## config.mk

```make
export PLATFORM = sky130hd
export DESIGN_NAME = seg7_scan_mux_flat
export DESIGN_NICKNAME = d
export VERILOG_FILES = /design/src/rtl/seg7_scan_mux_pkg.sv /design/src/rtl/seg7_scan_mux_if.sv /design/src/rtl/seg7_scan_mux_slot_timer.sv /design/src/rtl/seg7_scan_mux.sv /design/src/flat_wrapper.sv
export SDC_FILE = /design/constraint.sdc
export NUM_CORES = 1
export LEC_CHECK = 0
export CORE_MARGIN = 1
export CORE_UTILIZATION = 40
export DETAILED_ROUTE_END_ITERATION = 10
export SYNTH_ARGS = -nofsm -noshare
export SYNTH_HDL_FRONTEND = slang
export SYNTH_SLANG_ARGS = --single-unit
```

## constraint.sdc

```tcl
create_clock -name clk -period 6.3 [get_ports clk]
set_clock_uncertainty 0.2 [all_clocks]
set_input_delay 0.945 -clock clk [delete_from_list [all_inputs] [get_ports clk]]
set_output_delay 0.945 -clock clk [all_outputs]
set_load 0.005 [all_outputs]
```

## src/rtl/seg7_scan_mux_pkg.sv

```systemverilog
`default_nettype none
// ============================================================================
// Module : seg7_scan_mux_pkg
// Brief  : Shared constants for the seven-segment scan multiplexer.
// Rev    : 1.0  initial release
// ============================================================================
package seg7_scan_mux_pkg;

    localparam int           SEG7_NUM_DIGITS         = 8;
    localparam logic [7:0]   SEG7_AN_OFF             = 8'hFF;
    localparam logic         SEG7_DP_OFF             = 1'b1;
    localparam int           SEG7_DEF_TICKS_PER_DIGIT = 100000;
    localparam int           SEG7_DEF_GUARD_CYCLES    = 4;

endpackage
`default_nettype wire

```

## src/rtl/seg7_scan_mux_if.sv

```systemverilog
`default_nettype none
// ============================================================================
// Module : seg7_scan_mux_if
// Brief  : Host load port and display-side outputs of the scan multiplexer.
// Rev    : 1.0  initial release
// ============================================================================
interface seg7_scan_mux_if #(
    parameter int NUM_DIGITS = 8
);
    logic                      load;
    logic [4*NUM_DIGITS-1:0]   value;
    logic [NUM_DIGITS-1:0]     dp_in;
    logic [NUM_DIGITS-1:0]     digit_en;
    logic [3:0]                x;
    logic [NUM_DIGITS-1:0]     an;
    logic                      dp;
    logic                      blank;
    logic                      pending;
    logic                      frame_done;

    modport master (
        output load, value, dp_in, digit_en,
        input  x, an, dp, blank, pending, frame_done
    );

    modport slave (
        input  load, value, dp_in, digit_en,
        output x, an, dp, blank, pending, frame_done
    );
endinterface
`default_nettype wire

```

## src/rtl/seg7_scan_mux_slot_timer.sv

```systemverilog
`default_nettype none
// ============================================================================
// Module : seg7_slot_timer
// Brief  : Per-digit slot counter with digit index wrap and guard window.
// Rev    : 1.0  initial release
// ============================================================================
module seg7_slot_timer #(
    parameter int NUM_DIGITS      = 8,
    parameter int TICKS_PER_DIGIT = 100000,
    parameter int GUARD_CYCLES    = 4,
    parameter int IDX_W           = 3,
    parameter int CNT_W           = 17
) (
    input  wire logic             clk,
    input  wire logic             rst_n,
    output logic                  tick,
    output logic                  guard,
    output logic [IDX_W-1:0]      idx,
    output logic                  boundary
);

    localparam logic [CNT_W-1:0] C_CNT_LAST = CNT_W'(TICKS_PER_DIGIT - 1);
    localparam logic [CNT_W-1:0] C_GUARD    = CNT_W'(GUARD_CYCLES);
    localparam logic [IDX_W-1:0] C_IDX_LAST = IDX_W'(NUM_DIGITS - 1);

    logic [CNT_W-1:0] r_cnt;
    logic [IDX_W-1:0] r_idx;
    logic             w_tick;

    assign w_tick   = (r_cnt == C_CNT_LAST);
    assign tick     = w_tick;
    assign guard    = (r_cnt < C_GUARD);
    assign idx      = r_idx;
    assign boundary = w_tick && (r_idx == C_IDX_LAST);

    always_ff @(posedge clk or negedge rst_n) begin
        if (!rst_n) begin
            r_cnt <= '0;
            r_idx <= '0;
        end else if (w_tick) begin
            r_cnt <= '0;
            r_idx <= (r_idx == C_IDX_LAST) ? '0 : r_idx + IDX_W'(1);
        end else begin
            r_cnt <= r_cnt + CNT_W'(1);
        end
    end

endmodule
`default_nettype wire

```

## src/rtl/seg7_scan_mux.sv

```systemverilog
`default_nettype none
// ============================================================================
// Module : seg7_scan_mux
// Brief  : 8-digit seven-segment scanner with tear-free shadowed updates.
//          Optional macro SEG7_LEADING_ZERO_BLANK_EN blanks leading zeros.
// Rev    : 1.0  initial release
// ============================================================================
module seg7_scan_mux
    import seg7_scan_mux_pkg::*;
#(
    parameter int NUM_DIGITS      = SEG7_NUM_DIGITS,
    parameter int TICKS_PER_DIGIT = SEG7_DEF_TICKS_PER_DIGIT,
    parameter int GUARD_CYCLES    = SEG7_DEF_GUARD_CYCLES
) (
    input  wire logic       clk,
    input  wire logic       rst_n,
    seg7_scan_mux_if.slave  bus
);

    localparam int IDX_W = (NUM_DIGITS > 1) ? $clog2(NUM_DIGITS) : 1;
    localparam int CNT_W = (TICKS_PER_DIGIT > 1) ? $clog2(TICKS_PER_DIGIT) : 1;
    localparam int VAL_W = 4 * NUM_DIGITS;
    localparam logic [NUM_DIGITS-1:0] C_AN_ONE = NUM_DIGITS'(1);

    logic                  w_tick;
    logic                  w_guard;
    logic [IDX_W-1:0]      w_idx;
    logic                  w_boundary;
    logic                  w_frame_end;

    logic [VAL_W-1:0]      r_pd_value;
    logic [NUM_DIGITS-1:0] r_pd_dp;
    logic [NUM_DIGITS-1:0] r_pd_en;
    logic                  r_pending;
    logic [VAL_W-1:0]      r_sh_value;
    logic [NUM_DIGITS-1:0] r_sh_dp;
    logic [NUM_DIGITS-1:0] r_sh_en;

    logic                  w_lz_blank;
    logic                  w_dark;
    logic [3:0]            w_nibble;

    logic [3:0]            r_x;
    logic [NUM_DIGITS-1:0] r_an;
    logic                  r_dp;
    logic                  r_blank;

    seg7_slot_timer #(
        .NUM_DIGITS      (NUM_DIGITS),
        .TICKS_PER_DIGIT (TICKS_PER_DIGIT),
        .GUARD_CYCLES    (GUARD_CYCLES),
        .IDX_W           (IDX_W),
        .CNT_W           (CNT_W)
    ) u_slot_timer (
        .clk      (clk),
        .rst_n    (rst_n),
        .tick     (w_tick),
        .guard    (w_guard),
        .idx      (w_idx),
        .boundary (w_boundary)
    );

    assign w_frame_end = w_tick && w_boundary;

    // A load landing on the frame boundary bypasses the pending regs entirely.
    always_ff @(posedge clk or negedge rst_n) begin
        if (!rst_n) begin
            r_pd_value <= '0;
            r_pd_dp    <= '0;
            r_pd_en    <= '0;
            r_pending  <= 1'b0;
            r_sh_value <= '0;
            r_sh_dp    <= '0;
            r_sh_en    <= '0;
        end else if (w_frame_end) begin
            r_pending <= 1'b0;
            if (bus.load) begin
                r_sh_value <= bus.value;
                r_sh_dp    <= bus.dp_in;
                r_sh_en    <= bus.digit_en;
            end else if (r_pending) begin
                r_sh_value <= r_pd_value;
                r_sh_dp    <= r_pd_dp;
                r_sh_en    <= r_pd_en;
            end
        end else if (bus.load) begin
            r_pd_value <= bus.value;
            r_pd_dp    <= bus.dp_in;
            r_pd_en    <= bus.digit_en;
            r_pending  <= 1'b1;
        end
    end

`ifdef SEG7_LEADING_ZERO_BLANK_EN
    function automatic logic [IDX_W-1:0] top_nonzero(
        input logic [VAL_W-1:0]      v,
        input logic [NUM_DIGITS-1:0] en
    );
        logic [IDX_W-1:0] top;
        top = '0;
        for (int i = 0; i < NUM_DIGITS; i++) begin
            if (en[i] && (v[4*i +: 4] != 4'h0)) begin
                top = IDX_W'(i);
            end
        end
        return top;
    endfunction

    logic [IDX_W-1:0] r_top_idx;

    // Highest nonzero index is frozen alongside the shadow data it describes.
    always_ff @(posedge clk or negedge rst_n) begin
        if (!rst_n) begin
            r_top_idx <= '0;
        end else if (w_frame_end) begin
            if (bus.load) begin
                r_top_idx <= top_nonzero(bus.value, bus.digit_en);
            end else if (r_pending) begin
                r_top_idx <= top_nonzero(r_pd_value, r_pd_en);
            end
        end
    end

    assign w_lz_blank = (w_idx > r_top_idx) && !r_sh_dp[w_idx];
`else
    assign w_lz_blank = 1'b0;
`endif

    assign w_nibble = r_sh_value[{w_idx, 2'b00} +: 4];
    assign w_dark   = w_guard || !r_sh_en[w_idx] || w_lz_blank;

    always_ff @(posedge clk or negedge rst_n) begin
        if (!rst_n) begin
            r_x     <= '0;
            r_an    <= '1;
            r_dp    <= SEG7_DP_OFF;
            r_blank <= 1'b1;
        end else begin
            r_x     <= w_nibble;
            r_an    <= w_dark ? '1 : ~(C_AN_ONE << w_idx);
            r_dp    <= w_dark ? SEG7_DP_OFF : ~r_sh_dp[w_idx];
            r_blank <= w_dark;
        end
    end

    assign bus.x          = r_x;
    assign bus.an         = r_an;
    assign bus.dp         = r_dp;
    assign bus.blank      = r_blank;
    assign bus.pending    = r_pending;
    assign bus.frame_done = w_frame_end;

endmodule
`default_nettype wire
```

## src/flat_wrapper.sv

```systemverilog
// flat-port wrapper written by rule: the top's interface ports become plain ports
module seg7_scan_mux_flat import seg7_scan_mux_pkg::*;
#(
    parameter int NUM_DIGITS      = SEG7_NUM_DIGITS,
    parameter int TICKS_PER_DIGIT = SEG7_DEF_TICKS_PER_DIGIT,
    parameter int GUARD_CYCLES    = SEG7_DEF_GUARD_CYCLES
)
  (clk, rst_n, bus_load, bus_value, bus_dp_in, bus_digit_en, bus_x, bus_an, bus_dp, bus_blank, bus_pending, bus_frame_done);
  seg7_scan_mux_if #(.NUM_DIGITS(NUM_DIGITS)) bus_i ();
  input  wire logic clk;
  input  wire logic rst_n;
  input wire logic [$bits(bus_i.load)-1:0] bus_load;
  input wire logic [$bits(bus_i.value)-1:0] bus_value;
  input wire logic [$bits(bus_i.dp_in)-1:0] bus_dp_in;
  input wire logic [$bits(bus_i.digit_en)-1:0] bus_digit_en;
  output wire logic [$bits(bus_i.x)-1:0] bus_x;
  output wire logic [$bits(bus_i.an)-1:0] bus_an;
  output wire logic [$bits(bus_i.dp)-1:0] bus_dp;
  output wire logic [$bits(bus_i.blank)-1:0] bus_blank;
  output wire logic [$bits(bus_i.pending)-1:0] bus_pending;
  output wire logic [$bits(bus_i.frame_done)-1:0] bus_frame_done;
  assign bus_i.load = bus_load;
  assign bus_i.value = bus_value;
  assign bus_i.dp_in = bus_dp_in;
  assign bus_i.digit_en = bus_digit_en;
  assign bus_x = bus_i.x;
  assign bus_an = bus_i.an;
  assign bus_dp = bus_i.dp;
  assign bus_blank = bus_i.blank;
  assign bus_pending = bus_i.pending;
  assign bus_frame_done = bus_i.frame_done;
  seg7_scan_mux #(.NUM_DIGITS(NUM_DIGITS), .TICKS_PER_DIGIT(TICKS_PER_DIGIT), .GUARD_CYCLES(GUARD_CYCLES)) u_core (.clk(clk), .rst_n(rst_n), .bus(bus_i));
endmodule
```

==> summary.md <==
| Metric | Value |
|---|---|
| Element type at the critical path end | output pin |
| Worst hold margin | 284 ps |
| Flop and latch count out of synthesis | 131 |
| Proportion of synthesized area in mux cells | 0.135 |
| Fmax | 0.249 GHz |
| Count of buffers added by post-CTS timing repair for setup | 0 |
| Deepest level of the CTS H-tree | 4 |
| Global route total overflow | 0 |
| Buffer depth of the longest clock path | 2 |
| Quantity of hold-fixing buffers added after cts | 0 |
| Int Power | 1.58 mW |
| Total Routed Length | 12,700 µm |
| Place WS | 2700 ps |
| Least setup slack across all paths after layout | 2290 ps |
| Setup repair after global routing missed its margin | false |
| Arithmetic-cell share of the synthesized area counting full adders, half adders and majority gates | 0.0146 |
| Maximum resistive drop on vdd | 0.183 mV |
| Core box area | 14,600 µm² |
| Arrival time reported for the critical path endpoint | 2870 ps |
| Final hold viol count | 0 |
| Number of max-capacitance violations reported | 0 |
| Combined area of all synthesized cells | 5980 µm² |
| First-pass GRT wire length | 21,500 µm |
| Total Nets Final | 642 |
| Min Tclk post-route | 4010 ps |
| Post-Synthesis Net Count | 587 |
| First-pass detailed-route iteration total | 4 |
| XOR/XNOR Fraction of Synth Area | 0.0205 |
| Synth-to-Final Area Change | 22.7% |
| Ports | 67 |
| Clock network latency to the later pin of the worst-skew pair | 410 ps |
| Hold Path Class | register to register |
| Number of vias per cell after detailed routing | 5.21 |
| CTS tree | built |
| Total Die Area | 15,500 µm² |
| Top fanout value on the critical path | 19 |
| Actual transition at the worst max-transition pin | 1160 ps |
| GP Congestion | 0.825 |
| Warnings from Yosys | 0 |
| Root Buffer Master | sky130_fd_sc_hd__clkbuf_16 |
| Synthesized-area fraction occupied by and/or/nand/nor cells | 0.0987 |
| Overall via count from detail_route | 4,060 |
| Antenna diode instance count | 0 |
| Status | complete, no violations |
| Effective utilization at floorplan | 0.410 |
| Post-Synthesis Mean Instance Area | 11.3 µm² |
| Fraction of power consumed by combinational cells | 0.059 |
| Die H | 124 µm |
| Crit path required time | 5150 ps |
| # DRC | 0 |
| Crit share post-route | 0.637 |
| Reported net switching power | 0.419 mW |
| Area fraction in compound gates after synthesis | 0.120 |
| Post-synthesis cell count | 529 |
| Gates resized, CTS repair | 0 |
| GRT Util Overall | 0.176 |
| Clock power share | 0.498 |
| Area leader, netlist | sky130_fd_sc_hd__dfrtp_1 |
| Buffers added on ports | 66 |
| Final Max Slew Viols | 0 |
| Share of the synthesized area in the top cell type | 0.506 |
| Number of placed instances with taps included | 749 |
| Area contributors post-synth | sky130_fd_sc_hd__dfrtp_1, sky130_fd_sc_hd__o2bb2ai_1, sky130_fd_sc_hd__mux2_2 |
| Core Rows | 44 |
| Worst setup path category | register to output pin |
| Pin count of the biggest net entering global routing | 98 |
| Relative slew slack | 0.224 |
| Number of non-filler instances in the completed layout | 780 |
| Via count of the first global-routing pass | 4,260 |
| Clock-pin slew of the registers on the worst-case setup and hold paths | 50 ps |
| Setup violators final | 0 |
| Share of post-route cells with drive strength above 1 | 0.149 |
| CTS buffer count | 17 |
| PwrDens | 272 nW/µm² |
| Setup crit start kind | register |
| HPWL after DPL | 8110 µm |
| Setup TNS after final layout | 0 ps |
| Pleak | 3.31 nW |
| Sequential cell area fraction in the yosys report | 0.550 |
| Die width | 124 µm |
| Avg WL per Cell | 16.2 µm |
| Main combinational cell family by area after synthesis | multiplexers |
| Switching share of total power | 0.210 |
| Antenna violations before repair | 0 |
| Remaining number of nets flagged by the antenna check after routing | 0 |
| DRC marker count from the first detailed-route iteration | 238 |
| Distinct cells, synth | 37 |
| Sequential power share | 0.443 |
| Clk sink count | 131 |
flip-flops by register name, summed over array words and instances (netlist names):
name	cells
u_core.r_pd_value	32
u_core.r_sh_value	32
u_core.u_slot_timer.r_cnt	17
u_core.bus.an	8
u_core.r_pd_dp	8
u_core.r_pd_en	8
u_core.r_sh_dp	8
u_core.r_sh_en	8
u_core.bus.x	4
u_core.u_slot_timer.idx	3
u_core.bus.blank	1
u_core.bus.dp	1
u_core.bus.pending	1
power by group through the flow:
stage,registers (mW),logic (mW),clock network (mW)
2_1_floorplan,0.895,0.0550,0
3_3_place_gp,0.897,0.117,0
3_5_place_dp,0.898,0.121,0
4_1_cts,0.885,0.121,1.01
5_1_grt,0.887,0.135,1.05
6_report,0.885,0.118,0.993
kinds of logic after synthesis:
| kind of cell | Yosys count |
|---|---|
| and+or+nand+nor | 127 |
| AOI/OAI and AO/OA | 104 |
| adders and majority gates | 7 |
| buffers and inverters | 85 |
| DFF | 131 |
| muxes | 61 |
| xor gates and xnor gates | 14 |
through the flow:
stage               utilization  area [µm²]  power (mW)
global placement          0.462        6740        1.01
CTS                       0.503        7340        2.02
floorplan                     -        5980       0.950
detailed placement        0.462        6740        1.02
global route              0.503        7340        2.08
finish                    0.503        7340        2.00
routing by layer:
metal  part of all wire  global-route usage  up-vias  wire length (µm)
met5                  0                   0        -                 0
met4              0.014              0.0609        0               178
met3              0.035              0.0477       16               444
met2               0.47               0.277       77              5990
met1               0.48               0.234     2019              6040
li1                   -                   -     1948                 -
worst max-delay path, stage by stage (launching register included):
cell and delay (ps):
sky130_fd_sc_hd__dfrtp_1 960, sky130_fd_sc_hd__ha_1 320, sky130_fd_sc_hd__ha_1 220, sky130_fd_sc_hd__nand3_1 210, sky130_fd_sc_hd__nor2_1 220, sky130_fd_sc_hd__clkdlybuf4s50_1 520
layout by cell type, fill, tap and decap left out, types with 3 or more instances in the layout:
cell type	netlist	routed
sky130_fd_sc_hd__buf_4	2	5
sky130_fd_sc_hd__clkbuf_1	21	4
sky130_fd_sc_hd__clkbuf_16	0	17
sky130_fd_sc_hd__clkbuf_8	0	7
sky130_fd_sc_hd__clkdlybuf4s50_1	0	64
sky130_fd_sc_hd__dfrtp_1	121	121
sky130_fd_sc_hd__dfstp_2	10	10
sky130_fd_sc_hd__ha_1	7	7
sky130_fd_sc_hd__inv_1	51	51
sky130_fd_sc_hd__mux2_1	20	20
sky130_fd_sc_hd__mux2_2	29	29
sky130_fd_sc_hd__mux4_2	11	11
sky130_fd_sc_hd__nand2_1	69	69
sky130_fd_sc_hd__nand3_1	15	15
sky130_fd_sc_hd__nand4_1	9	9
sky130_fd_sc_hd__nor2_1	15	14
sky130_fd_sc_hd__nor3_1	3	3
sky130_fd_sc_hd__nor4_1	5	5
sky130_fd_sc_hd__o2111ai_1	3	3
sky130_fd_sc_hd__o21ai_0	49	49
sky130_fd_sc_hd__o2bb2ai_1	48	48
sky130_fd_sc_hd__or4_1	3	3
sky130_fd_sc_hd__xnor2_1	7	7
sky130_fd_sc_hd__xor2_1	7	7
final timing paths:
| kind | from | to | slack, ps | depth (start not counted) |
|---|---|---|---|---|
| max in group asynchronous | rst_n | u_core.r_sh_dp[4]$_DFFE_PN0P_ | 4120 | 2 |
| min reg2reg | u_core.r_sh_value[12]$_DFFE_PN0P_ | u_core.r_sh_value[12]$_DFFE_PN0P_ | 280 | 1 |
| min in group asynchronous | rst_n | u_core.r_pd_dp[6]$_DFFE_PN0P_ | 540 | 1 |
| max reg2reg | u_core.u_slot_timer.idx[0]$_DFFE_PN0N_ | u_core.r_pd_value[27]$_DFFE_PN0P_ | 3060 | 5 |
| max | u_core.u_slot_timer.idx[0]$_DFFE_PN0N_ | bus_frame_done | 2290 | 5 |
| min | u_core.r_sh_value[12]$_DFFE_PN0P_ | u_core.r_sh_value[12]$_DFFE_PN0P_ | 280 | 1 |
final cells by class:
cell class	instances	area [µm²]
clock buffer	28	537
clock inverter	3	65.1
fill	1283	7240
inverter	51	191
multi-input combinational	313	2350
sequential	131	3290
tap	184	230
timing repair buffer	70	683
cell usage after synthesis:
| cell type | count |
|---|---|
| sky130_fd_sc_hd__nand4_1 | 9 |
| sky130_fd_sc_hd__nor4b_4 | 1 |
| sky130_fd_sc_hd__buf_4 | 2 |
| sky130_fd_sc_hd__xnor2_1 | 7 |
| sky130_fd_sc_hd__ha_1 | 7 |
| sky130_fd_sc_hd__nor2b_1 | 1 |
| sky130_fd_sc_hd__and4_1 | 1 |
| sky130_fd_sc_hd__buf_2 | 7 |
| sky130_fd_sc_hd__o31ai_1 | 1 |
| sky130_fd_sc_hd__o21ai_1 | 1 |
| sky130_fd_sc_hd__a21oi_1 | 1 |
| sky130_fd_sc_hd__o22a_1 | 1 |
| sky130_fd_sc_hd__nor4_1 | 5 |
| sky130_fd_sc_hd__buf_1 | 1 |
| sky130_fd_sc_hd__clkbuf_1 | 21 |
| sky130_fd_sc_hd__nor2_1 | 15 |
| sky130_fd_sc_hd__and2_1 | 1 |
| sky130_fd_sc_hd__mux2i_1 | 1 |
| sky130_fd_sc_hd__mux4_2 | 11 |
| sky130_fd_sc_hd__or4_4 | 1 |
| sky130_fd_sc_hd__mux2_2 | 29 |
| sky130_fd_sc_hd__buf_6 | 1 |
| sky130_fd_sc_hd__or4_1 | 3 |
| sky130_fd_sc_hd__mux2_1 | 20 |
| sky130_fd_sc_hd__and3_1 | 1 |
| sky130_fd_sc_hd__dfrtp_1 | 121 |
| sky130_fd_sc_hd__buf_8 | 2 |
| sky130_fd_sc_hd__dfstp_2 | 10 |
| sky130_fd_sc_hd__o21ai_0 | 49 |
| sky130_fd_sc_hd__inv_1 | 51 |
| sky130_fd_sc_hd__xor2_1 | 7 |
| sky130_fd_sc_hd__nor3_1 | 3 |
| sky130_fd_sc_hd__o2111ai_1 | 3 |
| sky130_fd_sc_hd__nand2_1 | 69 |
| sky130_fd_sc_hd__or2_2 | 2 |
| sky130_fd_sc_hd__nand3_1 | 15 |
| sky130_fd_sc_hd__o2bb2ai_1 | 48 |
(Power assumes the default switching activity.)
